$ cat config.mk
export PLATFORM = sky130hd
export DESIGN_NAME = gpr_wb_arbiter_flat
export DESIGN_NICKNAME = d
export VERILOG_FILES = /design/src/rtl/gpr_wb_pkg.sv /design/src/rtl/gpr_wb_arbiter_if.sv /design/src/rtl/rr_arbiter2.sv /design/src/rtl/gpr_wb_arbiter.sv /design/src/flat_wrapper.sv
export SDC_FILE = /design/constraint.sdc
export NUM_CORES = 1
export LEC_CHECK = 0
export BUFFER_PORTS_ARGS = -buffer_cell sky130_fd_sc_hd__buf_2
export CORE_MARGIN = 1.5
export CORE_UTILIZATION = 45
export CTS_CLUSTER_SIZE = 16
export DETAILED_ROUTE_END_ITERATION = 8
export HOLD_SLACK_MARGIN = 0.06
export PLACE_DENSITY = 0.83
export SLEW_MARGIN = 20
export SYNTH_ARGS = -nofsm -noshare
export SYNTH_HDL_FRONTEND = slang
export SYNTH_HIERARCHICAL = 1
export SYNTH_SLANG_ARGS = --single-unit
$ cat constraint.sdc
create_clock -name CLK -period 1.45 [get_ports CLK]
set_clock_uncertainty 0.1 [all_clocks]
set_input_delay 0.2175 -clock CLK [delete_from_list [all_inputs] [get_ports CLK]]
set_output_delay 0.2175 -clock CLK [all_outputs]
set_load 0.05 [all_outputs]
$ cat src/rtl/gpr_wb_pkg.sv
// Shared constants and helpers for the GPR write-back arbiter.
package gpr_wb_pkg;

   localparam int unsigned REG_ADDR_WIDTH = 5;
   localparam int unsigned NUM_GPR        = 32;

   typedef logic [REG_ADDR_WIDTH-1:0] reg_addr_t;

   localparam reg_addr_t ZERO_REG = 5'd0;

   // Requester ids double as the grant_id / last_grant encoding.
   localparam logic REQ_ALU = 1'b0;
   localparam logic REQ_LSU = 1'b1;

   function automatic logic [NUM_GPR-1:0] reg_onehot(input reg_addr_t rd, input logic en);
      logic [NUM_GPR-1:0] mask;
      mask = '0;
      if (en) begin
         mask[rd] = 1'b1;
      end
      return mask;
   endfunction

endpackage

$ cat src/rtl/gpr_wb_arbiter_if.sv
// Bundle of the two write-back request channels and the register file write port.
interface gpr_wb_arbiter_if #(
   parameter int unsigned REG_DATA_WIDTH = 32
);
   import gpr_wb_pkg::*;

   logic                      req0_valid;
   logic                      req0_ready;
   reg_addr_t                 req0_rd;
   logic [REG_DATA_WIDTH-1:0] req0_data;

   logic                      req1_valid;
   logic                      req1_ready;
   reg_addr_t                 req1_rd;
   logic [REG_DATA_WIDTH-1:0] req1_data;

   reg_addr_t                 write_reg;
   logic [REG_DATA_WIDTH-1:0] din;
   logic                      din_enable;
   logic                      grant_id;
   logic [NUM_GPR-1:0]        pending_mask;

   modport master (
      output req0_valid, req0_rd, req0_data,
      output req1_valid, req1_rd, req1_data,
      input  req0_ready, req1_ready,
      input  write_reg, din, din_enable, grant_id, pending_mask
   );

   modport slave (
      input  req0_valid, req0_rd, req0_data,
      input  req1_valid, req1_rd, req1_data,
      output req0_ready, req1_ready,
      output write_reg, din, din_enable, grant_id, pending_mask
   );

endinterface

$ cat src/rtl/rr_arbiter2.sv
// Two-input grant logic with last_grant history.
// GPR_WB_ROUND_ROBIN_EN selects round-robin; otherwise requester 0 has fixed priority.
module rr_arbiter2
   import gpr_wb_pkg::*;
(
   input  logic clk_i,
   input  logic reset_i,
   input  logic valid0_i,
   input  logic valid1_i,
   output logic grant0_o,
   output logic grant1_o
);

   logic last_grant_q, last_grant_d;

   always_comb begin
      grant0_o = 1'b0;
      grant1_o = 1'b0;
      if (!reset_i) begin
`ifdef GPR_WB_ROUND_ROBIN_EN
         if (valid0_i && valid1_i) begin
            // The requester that did not win last time goes first.
            if (last_grant_q == REQ_ALU) begin
               grant1_o = 1'b1;
            end else begin
               grant0_o = 1'b1;
            end
         end else begin
            grant0_o = valid0_i;
            grant1_o = valid1_i;
         end
`else
         grant0_o = valid0_i;
         grant1_o = valid1_i & ~valid0_i;
`endif
      end
   end

   always_comb begin
      last_grant_d = last_grant_q;
      if (grant0_o) begin
         last_grant_d = REQ_ALU;
      end else if (grant1_o) begin
         last_grant_d = REQ_LSU;
      end
   end

   always_ff @(posedge clk_i) begin
      if (reset_i) begin
         last_grant_q <= REQ_LSU;
      end else begin
         last_grant_q <= last_grant_d;
      end
   end

endmodule

$ cat src/rtl/gpr_wb_arbiter.sv
// GPR write-back arbiter: one grant per cycle into a registered write port plus pending mask.
// Arbitration policy is chosen by GPR_WB_ROUND_ROBIN_EN (undefined: fixed priority to the ALU).
module gpr_wb_arbiter
   import gpr_wb_pkg::*;
#(
   parameter int unsigned REG_DATA_WIDTH = 32
) (
   input  logic               CLK,
   input  logic               RESET,
   gpr_wb_arbiter_if.slave    bus
);

   logic                      grant0, grant1, accept;
   reg_addr_t                 sel_rd;
   logic [REG_DATA_WIDTH-1:0] sel_data;

   reg_addr_t                 write_reg_q, write_reg_d;
   logic [REG_DATA_WIDTH-1:0] din_q, din_d;
   logic                      din_enable_q, din_enable_d;
   logic                      grant_id_q, grant_id_d;
   logic [NUM_GPR-1:0]        pending;

   rr_arbiter2 u_arb (
      .clk_i    (CLK),
      .reset_i  (RESET),
      .valid0_i (bus.req0_valid),
      .valid1_i (bus.req1_valid),
      .grant0_o (grant0),
      .grant1_o (grant1)
   );

   assign accept   = grant0 | grant1;
   assign sel_rd   = grant1 ? bus.req1_rd   : bus.req0_rd;
   assign sel_data = grant1 ? bus.req1_data : bus.req0_data;

   always_comb begin
      write_reg_d  = write_reg_q;
      din_d        = din_q;
      din_enable_d = 1'b0;
      grant_id_d   = grant_id_q;
      if (accept) begin
         write_reg_d  = sel_rd;
         din_d        = sel_data;
         // x0 is hardwired to zero, so the handshake completes without a write strobe.
         din_enable_d = (sel_rd != ZERO_REG);
         grant_id_d   = grant1 ? REQ_LSU : REQ_ALU;
      end
   end

   always_ff @(posedge CLK) begin
      if (RESET) begin
         write_reg_q  <= ZERO_REG;
         din_q        <= '0;
         din_enable_q <= 1'b0;
         grant_id_q   <= REQ_ALU;
      end else begin
         write_reg_q  <= write_reg_d;
         din_q        <= din_d;
         din_enable_q <= din_enable_d;
         grant_id_q   <= grant_id_d;
      end
   end

   always_comb begin
      pending    = reg_onehot(bus.req0_rd, bus.req0_valid)
                 | reg_onehot(bus.req1_rd, bus.req1_valid)
                 | reg_onehot(write_reg_q, din_enable_q);
      pending[0] = 1'b0;
   end

   assign bus.req0_ready   = grant0;
   assign bus.req1_ready   = grant1;
   assign bus.write_reg    = write_reg_q;
   assign bus.din          = din_q;
   assign bus.din_enable   = din_enable_q;
   assign bus.grant_id     = grant_id_q;
   assign bus.pending_mask = pending;

endmodule

$ cat src/flat_wrapper.sv
// flat-port wrapper written by rule: the top's interface ports become plain ports
module gpr_wb_arbiter_flat import gpr_wb_pkg::*;
#(
   parameter int unsigned REG_DATA_WIDTH = 32
)
  (CLK, RESET, bus_req0_valid, bus_req0_rd, bus_req0_data, bus_req1_valid, bus_req1_rd, bus_req1_data, bus_req0_ready, bus_req1_ready, bus_write_reg, bus_din, bus_din_enable, bus_grant_id, bus_pending_mask);
  gpr_wb_arbiter_if #(.REG_DATA_WIDTH(REG_DATA_WIDTH)) bus_i ();
  input  logic CLK;
  input  logic RESET;
  input wire logic [$bits(bus_i.req0_valid)-1:0] bus_req0_valid;
  input wire logic [$bits(bus_i.req0_rd)-1:0] bus_req0_rd;
  input wire logic [$bits(bus_i.req0_data)-1:0] bus_req0_data;
  input wire logic [$bits(bus_i.req1_valid)-1:0] bus_req1_valid;
  input wire logic [$bits(bus_i.req1_rd)-1:0] bus_req1_rd;
  input wire logic [$bits(bus_i.req1_data)-1:0] bus_req1_data;
  output wire logic [$bits(bus_i.req0_ready)-1:0] bus_req0_ready;
  output wire logic [$bits(bus_i.req1_ready)-1:0] bus_req1_ready;
  output wire logic [$bits(bus_i.write_reg)-1:0] bus_write_reg;
  output wire logic [$bits(bus_i.din)-1:0] bus_din;
  output wire logic [$bits(bus_i.din_enable)-1:0] bus_din_enable;
  output wire logic [$bits(bus_i.grant_id)-1:0] bus_grant_id;
  output wire logic [$bits(bus_i.pending_mask)-1:0] bus_pending_mask;
  assign bus_i.req0_valid = bus_req0_valid;
  assign bus_i.req0_rd = bus_req0_rd;
  assign bus_i.req0_data = bus_req0_data;
  assign bus_i.req1_valid = bus_req1_valid;
  assign bus_i.req1_rd = bus_req1_rd;
  assign bus_i.req1_data = bus_req1_data;
  assign bus_req0_ready = bus_i.req0_ready;
  assign bus_req1_ready = bus_i.req1_ready;
  assign bus_write_reg = bus_i.write_reg;
  assign bus_din = bus_i.din;
  assign bus_din_enable = bus_i.din_enable;
  assign bus_grant_id = bus_i.grant_id;
  assign bus_pending_mask = bus_i.pending_mask;
  gpr_wb_arbiter #(.REG_DATA_WIDTH(REG_DATA_WIDTH)) u_core (.CLK(CLK), .RESET(RESET), .bus(bus_i));
endmodule
After elaboration in Yosys (flattened, before gate mapping)
Cells that the tools add are included.

Multiplexer cells: 14. Bitwise operators: 6. Reductions and logical operators: 5. Order comparisons: 6.

Operators by type and width (number): 2-to-1 mux 32 bit (4); OR 32 bit (2); less-than comparator 5 x 6 -> 1 bit, second input constant (3); demux 1 bit (select 5 bit) (3); >= comparator 5 x 1 -> 1 bit, second input constant (3); 2-to-1 mux 1 bit (6); 2-to-1 mux 5 bit (1); nonzero test 5 bit (1); logical AND 1 bit (3); NOT 1 bit (2); OR reduction 2 bit (1); bitwise AND 1 bit (1); OR 1 bit (1).

Register bits: 39. Input port bits: 78.

Depth between registers and ports, before layout
Gate-level depths: netlist (run 1).

Depth after elaboration: 7. Depth in mapped cells: 5. Depth with buffers taken out: 4.

By module
Netlist (run 1), hierarchy kept.

Modules (own cells, without submodules): gpr_wb_arbiter (cells each 316, times used 1, area an instance 2677.6 µm², seq. area each 780.7 µm²); rr_arbiter2 (cells each 2, times used 1, area an instance 18.8 µm², seq. area each 0.0 µm²).

Worst setup path after synthesis (run 1)
No wires, ideal clock.

Path type: input to register. Start point: input bus_req0_valid. End point: register u_core.din_q[0], in the netlist u_core/bus.din[0]. Data required time: 1.222 ns. Path slack: -0.648 ns. Data arrival time: 1.871 ns. Stages on the path: 5. Buffers on the path: 1. Library setup time: 0.128 ns. Cells stage by stage: nor2b_1 -> buf_2 -> mux2_1 -> mux2i_1 -> nor2_1.

Cells in the longest elaborated chain, start to end: 4.

Ends and longest elaborated chain: start, declared (RTL line flat_wrapper.sv:10) `input wire logic [$bits(bus_i.req0_valid)-1:0] bus_req0_valid;`; NOT 1 bit (RTL line rr_arbiter2.sv:34) `grant1_o = valid1_i & ~valid0_i;`; bitwise AND 1 bit (RTL line rr_arbiter2.sv:34); 2-to-1 mux 1 bit (RTL line rr_arbiter2.sv:19) `if (!reset_i) begin`; 2-to-1 mux 32 bit or OR 1 bit (tied branches) (RTL line gpr_wb_arbiter.sv:34, gpr_wb_arbiter.sv:32); end signal, assigned (RTL line gpr_wb_arbiter.sv:58) `din_q <= din_d;`; end, declared (RTL line gpr_wb_arbiter.sv:18) `logic [REG_DATA_WIDTH-1:0] din_q, din_d;`.

Parallel ways exist; a longest one is shown, timed or not. A chain may end at the register's enable or synchronous reset.

Worst setup path after layout (run 1)
Start point: register u_core.write_reg_q[0], in the netlist u_core/bus.write_reg[0]. End point: output bus_pending_mask[28].

Cells in the longest elaborated chain, start to end: 6.

Ends and longest elaborated chain: start, declared (RTL line gpr_wb_arbiter.sv:17) `reg_addr_t write_reg_q, write_reg_d;`; start signal, assigned (RTL line gpr_wb_arbiter.sv:57) `write_reg_q <= write_reg_d;`; less-than comparator 5 x 6 -> 1 bit (not written as such) or >= comparator 5 x 1 -> 1 bit (tied branches) (RTL line gpr_wb_pkg.sv:19) `mask[rd] = 1'b1;`; logical AND 1 bit (not written as such) (RTL line gpr_wb_pkg.sv:19); 2-to-1 mux 1 bit (not written as such) (RTL line gpr_wb_pkg.sv:19); demux 1 bit (select 5 bit) *; 2-to-1 mux 32 bit * (RTL line gpr_wb_pkg.sv:18) `if (en) begin`; OR 32 bit * (RTL line gpr_wb_arbiter.sv:67) `| reg_onehot(write_reg_q, din_enable_q);`; end, declared (RTL line flat_wrapper.sv:22) `output wire logic [$bits(bus_i.pending_mask)-1:0] bus_pending_mask;`.

Every way passes the cells marked *; elsewhere a longest branch is shown, timed or not.

==> reports/summary.md, run 1 <==
The detailed-routing iteration count for the pre-antenna-repair pass was 4. The run gives 396 as the synthesized netlist net count. In this run the static leakage power is 2.26 nW.

The maximum resistive drop on vdd was 0.930 mV; the initial standard-cell utilization of the core was 0.461. The flip-flop and latch count after synthesis was 39. After detailed routing, the number of remaining DRC violations is 0.

The path with the worst hold slack has its endpoint at u_core/bus.din[10]. The share of layout cells above drive strength 1 is 0.577, and the post-synthesis instance area is 2700 µm². TritonCTS built the clock tree. The total I/O pin count was 151.

In this run the critical register-to-register path is captured at u_core/bus.write_reg[4]. The logs give 123 for the number of DRC markers after the initial detailed-route iteration and 3038 for the via count of the first global-routing pass. At the end of the flow, the number of nets in the layout was 585. The number of different library cells used by synthesis comes to 28.

The critical-path maximum fanout came out at 5. The width of the die was 80.4 µm; the die outline area was 6460 µm². The endpoint kind of the worst setup timing path is an output port. In the final layout, the multi-input gates occupy 1980 µm². The area share of fa/ha/maj cells after synthesis is 0.

For the number of sinks on the clock net, the log shows 39. For the minimum setup slack in the final design, the log shows -0.446 ns. The critical path is of the reg -> out type.

The run gives 2 as the maximum level of the CTS H-tree. For the proportion of synthesized chip area in sequential cells, the log shows 0.290. After floorplanning, the core was sized to cover 5850 µm². Total track usage: 0.274. Setup violations remaining at the end of the flow were counted as 31. In this run the tool buffered the top-level ports with 149 buffer cells. In the final layout, flip-flops and latches occupy 803 µm². The share of cell area taken by muxes after synthesis came out at 0.280. For the total inserted antenna cells, the log shows 0. The tools report the remaining max-slew budget at the tightest pin as 0.659.

The tools report the number of hold violations in the final report as 0. After floorplanning, the core was divided into 28 placement rows. The worst register-to-register path has a setup slack of 0.27 ns. Final-report max-slew violation count: 0.

Routability-driven placement finished with a final weighted congestion of 0.920. The critical path goes through nor3b_2 -> buf_4 -> a22oi_1 -> nand2_2 -> buf_4. The initial antenna violation count was 0; the total power divided by cell area was 736 nW/µm². CTS placed an instance of sky130_fd_sc_hd__clkbuf_8 at the clock tree root. Data on the critical path arrives at its endpoint at 1.58 ns. The instance count of the mapped netlist was 318. STA classifies the critical path startpoint as a flip-flop. Across the run, the number of max-cap violations was 0. The most numerous cell type found on the critical path is sky130_fd_sc_hd__buf_4.

The cell family contributing the most delay on the critical path is simple AND/OR/NAND/NOR gates. The clock reaches the later pin of the worst-skew pair after 0.29 ns. Clock input transition at the sequential cells of the worst setup and hold paths: 0.08 ns. The run finished, with violations left.

Summed over all layers, the global routing overflow is 0. Entering global routing, the biggest net connects 38 pins. The mean instance size in the synthesized netlist was 8.48 µm²; the maximum clock frequency was 527 MHz. Summing over every cut layer, the via total after detailed routing is 3194.

The post-detailed-placement half-perimeter wirelength was 6.79 mm; the fraction of synthesized cell area in xor and xnor cells was 0. Setup repair after global routing could not meet its margin everywhere. The final hold slack is 0.0682 ns. Combinational family with the most area after synthesis: multiplexers. Counting both buffers and inverters, the worst setup path holds a total of 2.

For the number of buffers on the longest clock path, the log shows 2. The compound-gate portion of the synthesized area came out at 0.105. The start point of the worst hold path is bus_req1_data[10]. Counting the fill cells in the layout gives 379. The simple logic cell fraction of the synthesized area was 0.260. At the pin with the least slew margin, the transition time is 0.507 ns. The run gives 6 as the number of warnings issued by yosys. The path class of the lowest-slack min-delay path was in -> reg. The wire length per cell after detailed routing is 16.2 µm, and the wire length of the first global-routing pass is 13.9 mm. The final reports fail on setup timing. The worst register-to-register path begins at u_core/bus.write_reg[4]. The area growth from synthesis to layout works out to 68.7%. The die height is 80.4 µm. After detailed routing, the number of vias per cell comes to 5.48. The portion of the clock cycle consumed by the worst path in the final layout came out at 1.31. The slowest stage cell on the critical path was sky130_fd_sc_hd__dfxtp_4.

In this design, the stage delay of the slowest critical-path cell is 0.36 ns. The flip-flop count of the largest register, all copies and words added works out to 32. For the worst flop-to-flop path, the logic depth is 4.

The count of nets left with antenna violations once routing finished came out at 0. Final wirelength: 9.45 mm. TritonCTS created 5 clock buffers. The final critical delay including setup and external delays was 1.90 ns; the hold path depth was 3.

For the worst setup slack after placement, the log shows -0.164 ns. At the worst endpoint, the required time is 1.13 ns.
placed cells by master, fill, tap and decap left out, types with 6 or more instances in the layout:
master,count
sky130_fd_sc_hd__mux2_1,36
sky130_fd_sc_hd__a22oi_2,24
sky130_fd_sc_hd__buf_4,55
sky130_fd_sc_hd__dfxtp_4,6
sky130_fd_sc_hd__mux2i_1,35
sky130_fd_sc_hd__dfxtp_1,33
sky130_fd_sc_hd__nand2_1,27
sky130_fd_sc_hd__buf_12,6
sky130_fd_sc_hd__buf_2,115
sky130_fd_sc_hd__buf_6,25
sky130_fd_sc_hd__buf_8,7
sky130_fd_sc_hd__and3b_1,11
sky130_fd_sc_hd__nor3b_1,6
sky130_fd_sc_hd__nand2_2,26
sky130_fd_sc_hd__nor2_1,39
kinds of logic (layout without fill, tap and decap cells):
family / after synthesis / in the layout
buffers and inverters: 34 / 224
multiplexers: 71 / 71
flip-flops: 39 / 39
AO/OA/AOI/OAI: 37 / 37
AND/OR/NAND/NOR: 136 / 136
other: 1 / 1
where the power goes:
group	switching [mW]	leakage, nW	internal (mW)
clock network	0.389	0.0636	0.619
logic	0.700	1.87	0.455
registers	0.0471	0.325	1.14
cell type report:
cell class	count	area share
Tap cell	75	0.0206
Clock inverter	1	0.00660
Inverter	5	0.00413
Multi-Input combinational cell	245	0.436
Sequential cell	39	0.177
Timing Repair Buffer	211	0.335
Clock buffer	7	0.0215
cell usage after synthesis (all sizes together):
| library cell | number | area share |
|---|---|---|
| and3 | 6 | 0.014 |
| nor3 | 4 | 0.0074 |
| dfxtp | 39 | 0.29 |
| and3b | 15 | 0.049 |
| a222oi | 4 | 0.015 |
| o21ai | 1 | 0.0019 |
| a21oi | 1 | 0.0019 |
| buf | 19 | 0.042 |
| o32ai | 1 | 0.0032 |
| nor4 | 1 | 0.0023 |
| mux2 | 36 | 0.15 |
| nor2b | 3 | 0.0070 |
| conb | 1 | 0.0014 |
| nor2 | 39 | 0.054 |
| nand2b | 1 | 0.0023 |
| nor3b | 13 | 0.049 |
| mux2i | 35 | 0.13 |
| nand2 | 54 | 0.075 |
| clkbuf | 10 | 0.014 |
| a21o | 1 | 0.0028 |
| a22oi | 27 | 0.075 |
| a211oi | 2 | 0.0056 |
| inv | 5 | 0.0070 |
through the flow:
stage | area, µm² | cells | power (mW) | utilization | setup TNS, ns
2_1_floorplan | 2870 | 318 | 1.90 | - | -5.52
3_3_place_gp | 3980 | 564 | 2.24 | 0.680 | -5.20
3_5_place_dp | 3980 | 564 | 2.27 | 0.680 | -6.53
4_1_cts | 4460 | 578 | 3.33 | 0.762 | -10.45
5_1_grt | 4550 | 583 | 3.47 | 0.778 | -12.93
6_report | 4550 | 583 | 3.35 | 0.778 | -11.24
per-layer routing:
| metal | vias up | wire length, µm | global-route usage |
|---|---|---|---|
| li1 | 1496 | - | - |
| met2 | 169 | 4870 | 0.507 |
| met4 | 0 | 198 | 0.0914 |
| met5 | - | 0 | 0 |
| met3 | 23 | 765 | 0.0739 |
| met1 | 1506 | 3620 | 0.298 |
worst max path at each step:
| stage | from | cells past startpoint | slack, ns | to |
|---|---|---|---|---|
| after floorplan | u_core/bus.write_reg[1] | 4 | -0.16 | bus_pending_mask[25] |
| after global placement | u_core/bus.write_reg[4] | 5 | -0.15 | bus_pending_mask[16] |
| after detailed placement | u_core/bus.write_reg[0] | 4 | -0.16 | bus_pending_mask[6] |
| after CTS | u_core/bus.write_reg[1] | 4 | -0.40 | bus_pending_mask[25] |
| after global routing | u_core/bus.write_reg[1] | 4 | -0.51 | bus_pending_mask[25] |
| final | u_core/bus.write_reg[0] | 5 | -0.45 | bus_pending_mask[28] |
worst min-delay path, stage by stage:
cell	delay (ns)
sky130_fd_sc_hd__buf_2	0.07
sky130_fd_sc_hd__mux2i_1	0.05
sky130_fd_sc_hd__nor2_1	0.08
what timing repair did:
action	CTS	global route
resized for setup	91	14
pin swaps	13	13
hold buffers	1	1
buffers inserted	6	4
endpoints found under the setup margin	31	32
hold endpoints to repair	1	1
Note: power is estimated with default switching activity, not from simulation.
==> run 2, diff against run 1 <==
--- a/config.mk
+++ b/config.mk
@@ -7,13 +7,14 @@
 export LEC_CHECK = 0
 export BUFFER_PORTS_ARGS = -buffer_cell sky130_fd_sc_hd__buf_2
 export CORE_MARGIN = 1.5
-export CORE_UTILIZATION = 45
+export CORE_UTILIZATION = 46
 export CTS_CLUSTER_SIZE = 16
 export DETAILED_ROUTE_END_ITERATION = 8
 export HOLD_SLACK_MARGIN = 0.06
-export PLACE_DENSITY = 0.83
+export PLACE_DENSITY = 0.84
+export SKIP_CTS_REPAIR_TIMING = 1
 export SLEW_MARGIN = 20
 export SYNTH_ARGS = -nofsm -noshare
 export SYNTH_HDL_FRONTEND = slang
-export SYNTH_HIERARCHICAL = 1
 export SYNTH_SLANG_ARGS = --single-unit
+export TNS_END_PERCENT = 50
==> reports/summary.md, run 2 <==
The logs give 0 for the initial antenna violation count and 2.21 nW for the standby leakage power. Counting instances in the post-synthesis netlist gives the leading cell types as sky130_fd_sc_hd__nand2_1, sky130_fd_sc_hd__dfxtp_1, sky130_fd_sc_hd__nor2_1, sky130_fd_sc_hd__mux2_2, sky130_fd_sc_hd__mux2i_1. Across the run, the number of max-cap violations was 0. After detailed routing, the total wire length is 9.36 mm.

The number of buffers on the longest clock path is 2, and the proportion of synthesized chip area in sequential cells is 0.275. The logs give 1.57 ns for the data arrival time at the worst-slack endpoint and 0 for the total inserted antenna cells. In this run, placement finished with an instance count of 558. The filler cell count in the final layout is 452, and the critical-path maximum fanout is 5. The initial standard-cell utilization of the core is 0.479.

For the placer congestion estimate, the log shows 0.886. The first global-routing pass estimated 13.7 mm of wire. For this run, the top clock speed supported by timing is 531 MHz.

The fraction of post-synthesis cell area in the top cell type by area was 0.275. The tools report the number of hold violations in the final report as 0. The path with the worst hold slack has its endpoint at u_core.bus.din[19].

Relative to the synthesized area, the layout overhead comes to 48.3%. The critical setup path kind was reg -> out. In this run the most critical hold path is launched from bus_req0_data[19]. OpenSTA, run right after detailed placement, puts the worst setup slack at -0.252 ns. Setup slack on the worst reg-to-reg path comes out at 0.29 ns. The total I/O pin count is 151.

Summing every instance area after synthesis gives 2840 µm². The initialized floorplan defines 28 standard-cell rows. The tools report the via count of the first global-routing pass as 2999.

The async set-or-reset flop fraction in the synthesized netlist came out at 0. Global routing finished with a remaining overflow of 0. The count of cells in the finished layout, fillers not included, comes to 571. For this design the ratio of total power to cell area is 744 nW/µm².

For this run, the number of Yosys warnings is 0. In this run the horizontal extent of the chip is 81.5 µm. In the routed design, unresolved DRC markers number 0. The portion of the clock cycle consumed by the worst path in the final layout is 1.30. The commonest non-fill, non-tap cell in the layout was sky130_fd_sc_hd__buf_2.

In this run, synthesis produced a sequential element count of 39. Summing all multi-input logic gate instances after layout gives 1930 µm². The total track usage was 0.263; the final-report max-slew violation count was 0. The logs give -10.35 ns for the final sum of negative setup slack and 39 for the number of sinks on the clock net. The hold path depth was 3. In this run the worst setup path begins at u_core.bus.write_reg[0]. TritonCTS built the clock tree.

At the pin with the least slew margin, the transition time is 0.531 ns. Via-per-instance ratio: 5.45. Yosys instantiated no cell more often than sky130_fd_sc_hd__nand2_1. In this run the critical register-to-register path is launched from u_core.bus.write_reg[2]. The H-tree was split into 2 levels. Cell area reported after detailed placement: 3820 µm².

STA puts the critical path data required time at 1.13 ns. The maximum resistive drop on vdd came out at 0.716 mV. The worst setup path is captured at an output port.

The mean instance size in the synthesized netlist came out at 8.86 µm². The reg-to-reg critical path endpoint is u_core.bus.write_reg[2]. The top cell types in the final layout, fill and taps aside, are sky130_fd_sc_hd__buf_2, sky130_fd_sc_hd__buf_4, sky130_fd_sc_hd__nor2_1. By area the synthesized netlist is led by sky130_fd_sc_hd__dfxtp_1, sky130_fd_sc_hd__mux2_2, sky130_fd_sc_hd__mux2i_1.

The checks that failed: setup timing. The die covers 6640 µm². The most frequently used flop master after synthesis is sky130_fd_sc_hd__dfxtp_1.

The tools report the total power consumption of the routed design as 3.13 mW. The later pin in the worst-skew pair is clocked with a latency of 0.29 ns. The logs give 0.710 for the post-layout utilization of the core and 0.0625 ns for the final hold slack. The synthesized netlist contains 31 unique library cells.

Input and output buffers added on the ports amount to 149. The HPWL after detailed placement is 6.78 mm. The number of synthesized flops with an enable pin is 0. Setup repair after global routing could not meet its margin everywhere.

The die is 81.5 µm tall. The final critical delay including setup and external delays is 1.88 ns. In the synthesized netlist, the number of instances is 320.

The sequential cells in the finished layout cover a total of 803 µm². Entering global routing, the biggest net connects 23 pins. The logs give 31 for the count of final setup violators and 0.646 for the remaining max-slew budget at the tightest pin. In this run the clock root is driven by a sky130_fd_sc_hd__clkbuf_8. Buffers inserted during clock tree synthesis total 5.

Minimum setup slack in the final design: -0.434 ns. The path class of the tightest hold or removal check is in -> reg. After clock tree synthesis, the clock-pin slew on the worst setup and hold paths is 0.08 ns.

Summing over every cut layer, the via total after detailed routing is 3113. The share of layout cells above drive strength 1 is 0.615, and the detailed-routing iteration count for the pre-antenna-repair pass is 7. The finished cells cover 4210 µm². The number of DRC markers after the initial detailed-route iteration is 172, and the count of nets left with antenna violations after detail routing is 0. Count of cells along the worst register-to-register path: 4.

The number of nets in the layout is 573. The total area inside the core boundary comes to 5920 µm². The run finished, with violations left.

The synthesized netlist net count was 398. The register with the most flip-flops in the layout has 32 of them. After detailed routing, the average wire length per cell comes to 16.4 µm.

The cell accounting for the most synthesized area is sky130_fd_sc_hd__dfxtp_1. The type of element launching the critical path was a flip-flop.
[run 2: cell types whose count changed after synthesis, sizes merged, moves of 2 or more]
| cell | before | now |
|---|---|---|
| inv | 5 | 2 |
| a222oi | 4 | 2 |
| bufbuf | 0 | 2 |
| a22oi | 27 | 29 |
| nand2 | 54 | 58 |
[run 2: how the worst max path moves through the flow]
stage | endpoint | slack (ns) | cells past startpoint
2_1_floorplan | bus_pending_mask[10] | -0.17 | 3
3_3_place_gp | bus_pending_mask[28] | -0.26 | 5
3_5_place_dp | bus_pending_mask[28] | -0.25 | 5
4_1_cts | bus_pending_mask[8] | -0.53 | 4
5_1_grt | bus_pending_mask[30] | -0.48 | 4
6_report | bus_pending_mask[30] | -0.43 | 4
[run 2: metal layers]
metal	wire length, µm	vias up	track usage	share of wire
met5	0	-	0	0
met1	3430	1444	0.296	0.37
met2	4960	167	0.480	0.53
met3	770	26	0.0722	0.082
met4	203	0	0.0776	0.022
li1	-	1476	-	-
[run 2: cell families (layout without fill, tap and decap cells)]
kind of cell,count (synthesis),count (layout),synth area share
buffers and inverters,33,209,0.103
muxes,73,73,0.274
other,1,1,0.00132
DFF,39,39,0.275
and+or+nand+nor,140,140,0.252
AOI/OAI and AO/OA,34,34,0.0936
[run 2: power by group]
part / switching, mW / leakage, nW / internal (mW)
registers: 0.0572 / 0.327 / 1.15
logic: 0.740 / 1.84 / 0.462
clock network: 0.384 / 0.0422 / 0.338
[run 2: cell type report]
class,instances,area share
Clock buffer,7,0.0181
Clock inverter,1,0.00119
Timing Repair Buffer,199,0.306
Inverter,2,0.00179
Tap cell,75,0.0223
Sequential cell,39,0.191
Multi-Input combinational cell,248,0.459
[run 2: worst max-delay path: stages (launching register included)]
cell	delay, ns
sky130_fd_sc_hd__dfxtp_4	0.38
sky130_fd_sc_hd__and3b_2	0.23
sky130_fd_sc_hd__a222oi_1	0.43
sky130_fd_sc_hd__inv_2	0.07
sky130_fd_sc_hd__buf_6	0.16
==> run 3, diff against run 2 <==
--- a/config.mk
+++ b/config.mk
@@ -6,6 +6,7 @@
 export NUM_CORES = 1
 export LEC_CHECK = 0
 export BUFFER_PORTS_ARGS = -buffer_cell sky130_fd_sc_hd__buf_2
+export CORE_ASPECT_RATIO = 0.5
 export CORE_MARGIN = 1.5
 export CORE_UTILIZATION = 46
 export CTS_CLUSTER_SIZE = 16
==> reports/summary.md, run 3 (synthesis gave the netlist of run 2 again) <==
For this run, the slowest stage of the critical path takes 0.36 ns. In this run the power density over the cells is 819 nW/µm². The layout has 424 filler cells.

The run gives 0.249 as the total track usage. Slew at the pin closest to its max-slew limit: 0.681 ns. Across all layers, the routed design uses 3082 vias. The post-layout utilization of the core is 0.748. The share of layout cells above drive strength 1 was 0.623; the max-cap violation count was 0. After floorplanning, the core was divided into 19 placement rows. The maximum resistive drop on vdd came out at 0.618 mV. In the routed design, unresolved DRC markers number 0. The maximum clock frequency is 530 MHz, and the number of buffers inserted by port buffering is 149. For the worst setup path, the data arrival time is 1.57 ns.

For the number of buffers on the longest clock path, the log shows 2. The count of cells along the worst register-to-register path came out at 4. The flow ran to the end, but the final reports show violations. The placer congestion estimate was 0.943; the critical path data required time was 1.13 ns. The first global-routing pass estimated 13.3 mm of wire. Portion of the clock cycle consumed by the worst path in the final layout: 1.30. The standby leakage power is 2.26 nW. The floorplan step defined a die boundary enclosing 6670 µm².

The initial antenna violation count came out at 0. The critical path in this run is classified as reg -> out. The final critical delay including setup and external delays came out at 1.89 ns. For this run, the post-layout net count is 576. The internal reg-to-reg setup slack is 0.30 ns, and the remaining global-route overflow is 0.

The startpoint identified for the worst hold timing path is bus_req0_data[17]. In this run the worst path has a maximum fanout of 8. Pin count of the biggest net entering global routing: 23. The final sum of negative setup slack came out at -10.01 ns. The final wirelength was 8.94 mm. Setup repair after global routing could not meet its margin everywhere. The tightest hold path in the finished design has a slack of 0.0707 ns. The count of nets left with antenna violations after detail routing is 0, and the die height is 58.5 µm. The number of hold violations in the final report was 0; the wire length per cell after detailed routing was 15.6 µm.

Before CTS, the worst setup slack after placement is -0.273 ns. In this run the critical register-to-register path is launched from u_core.bus.write_reg[1]. The total I/O pin count is 151, and the insertion delay to the later sink of the worst-skew pair is 0.28 ns.

In the layout the commonest cells are sky130_fd_sc_hd__buf_2, sky130_fd_sc_hd__buf_4, sky130_fd_sc_hd__nor2_1. Setup violations remaining at the end of the flow were counted as 31. The hold path depth came out at 3. The worst-case hold path end point is u_core.bus.din[17]. The remaining max-slew budget at the tightest pin was 0.544. The run gives 0.497 as the initial standard-cell utilization of the core. Slowest stage cell on the critical path: sky130_fd_sc_hd__dfxtp_4. The checks that failed: setup timing. The maximum level of the CTS H-tree came out at 2.

The worst setup path is captured at an output port. The completed layout was analyzed and its total power is 3.50 mW. The number of buffers inserted during clock tree synthesis is 5, and the clock input transition at the sequential cells of the worst setup and hold paths is 0.06 ns. Traced cell by cell, the critical path runs through and3b_1 -> buf_6 -> a22oi_1 -> nand2_2 -> buf_2. The first routing iteration left 202 violations. The tree is rooted in a sky130_fd_sc_hd__clkbuf_16.

Final-report max-slew violation count: 0. The reg-to-reg critical path endpoint is u_core.bus.write_reg[1]. The register with the most flip-flops in the layout has 32 of them.

TritonCTS built the clock tree. Post-detailed-placement half-perimeter wirelength: 6.41 mm. Measured along the x axis, the die boundary spans 114 µm.

The run gives 39 as the number of sinks on the clock net. The run gives 2985 as the via count of the first global-routing pass. The core region is 5710 µm².

Area growth from synthesis to layout: 50.6%. The pre-antenna-repair detailed-routing pass consisted of 5 iterations. Leaving out fill and tap cells, the most frequent cell in the layout is sky130_fd_sc_hd__buf_2.

In the routed layout, each cell is associated on average with a via count of 5.39. The min-delay analysis places its worst path in the category in -> reg. The total inserted antenna cells was 0. The type of element launching the critical path is a flip-flop. The tools report the minimum setup slack in the final design as -0.436 ns.
[run 3: cell types whose count changed in the layout (fill, tap and decap cells not counted), sizes merged]
cell and change:
inv +1, clkbuf -2, buf +4
[run 3: final cells by class]
cell class	instances	area [µm²]	area share
Multi-Input combinational cell	248	1920	0.450
Timing Repair Buffer	202	1290	0.303
Sequential cell	39	803	0.188
Clock buffer	6	139	0.0325
Tap cell	73	91.3	0.0214
Clock inverter	2	15.0	0.00352
Inverter	2	7.51	0.00176
[run 3: how the worst max path moves through the flow]
| stage | start | end | slack (ns) |
|---|---|---|---|
| final | u_core.bus.write_reg[1] | bus_pending_mask[1] | -0.44 |
| after detailed placement | bus_req1_rd[0] | bus_pending_mask[28] | -0.27 |
| after floorplan | u_core.bus.write_reg[3] | bus_pending_mask[10] | -0.17 |
| after global placement | bus_req1_rd[0] | bus_pending_mask[28] | -0.29 |
| after global routing | u_core.bus.write_reg[4] | bus_pending_mask[1] | -0.53 |
| after CTS | u_core.bus.din_enable | bus_pending_mask[27] | -0.49 |
[run 3: power breakdown]
part / internal (mW) / switching (mW) / leakage, nW
Clock: 0.687 / 0.425 / 0.0774
Combinational: 0.453 / 0.728 / 1.85
Sequential: 1.15 / 0.0553 / 0.327
Total: 2.29 / 1.21 / 2.26
[run 3: worst max-delay path, delay by kind of cell, from the launching register on]
family / cells / cell delay, ns
flops: 1 / 0.36
buf+inv: 2 / 0.36
compound gates: 1 / 0.28
simple gates: 2 / 0.27
[run 3: metrics by stage]
stage          instance area (µm²)  std cells
6_report                      4270        572
5_1_grt                       4270        572
4_1_cts                       3980        566
3_5_place_dp                  3830        558
3_3_place_gp                  3830        558
2_1_floorplan                 2930        320
[run 3: layer usage]
layer | track usage | vias to the layer above | wire length (µm)
met5 | 0 | - | 0
met4 | 0.0982 | 0 | 94
met3 | 0.0350 | 9 | 467
met2 | 0.472 | 115 | 4680
met1 | 0.292 | 1473 | 3700
li1 | - | 1485 | -
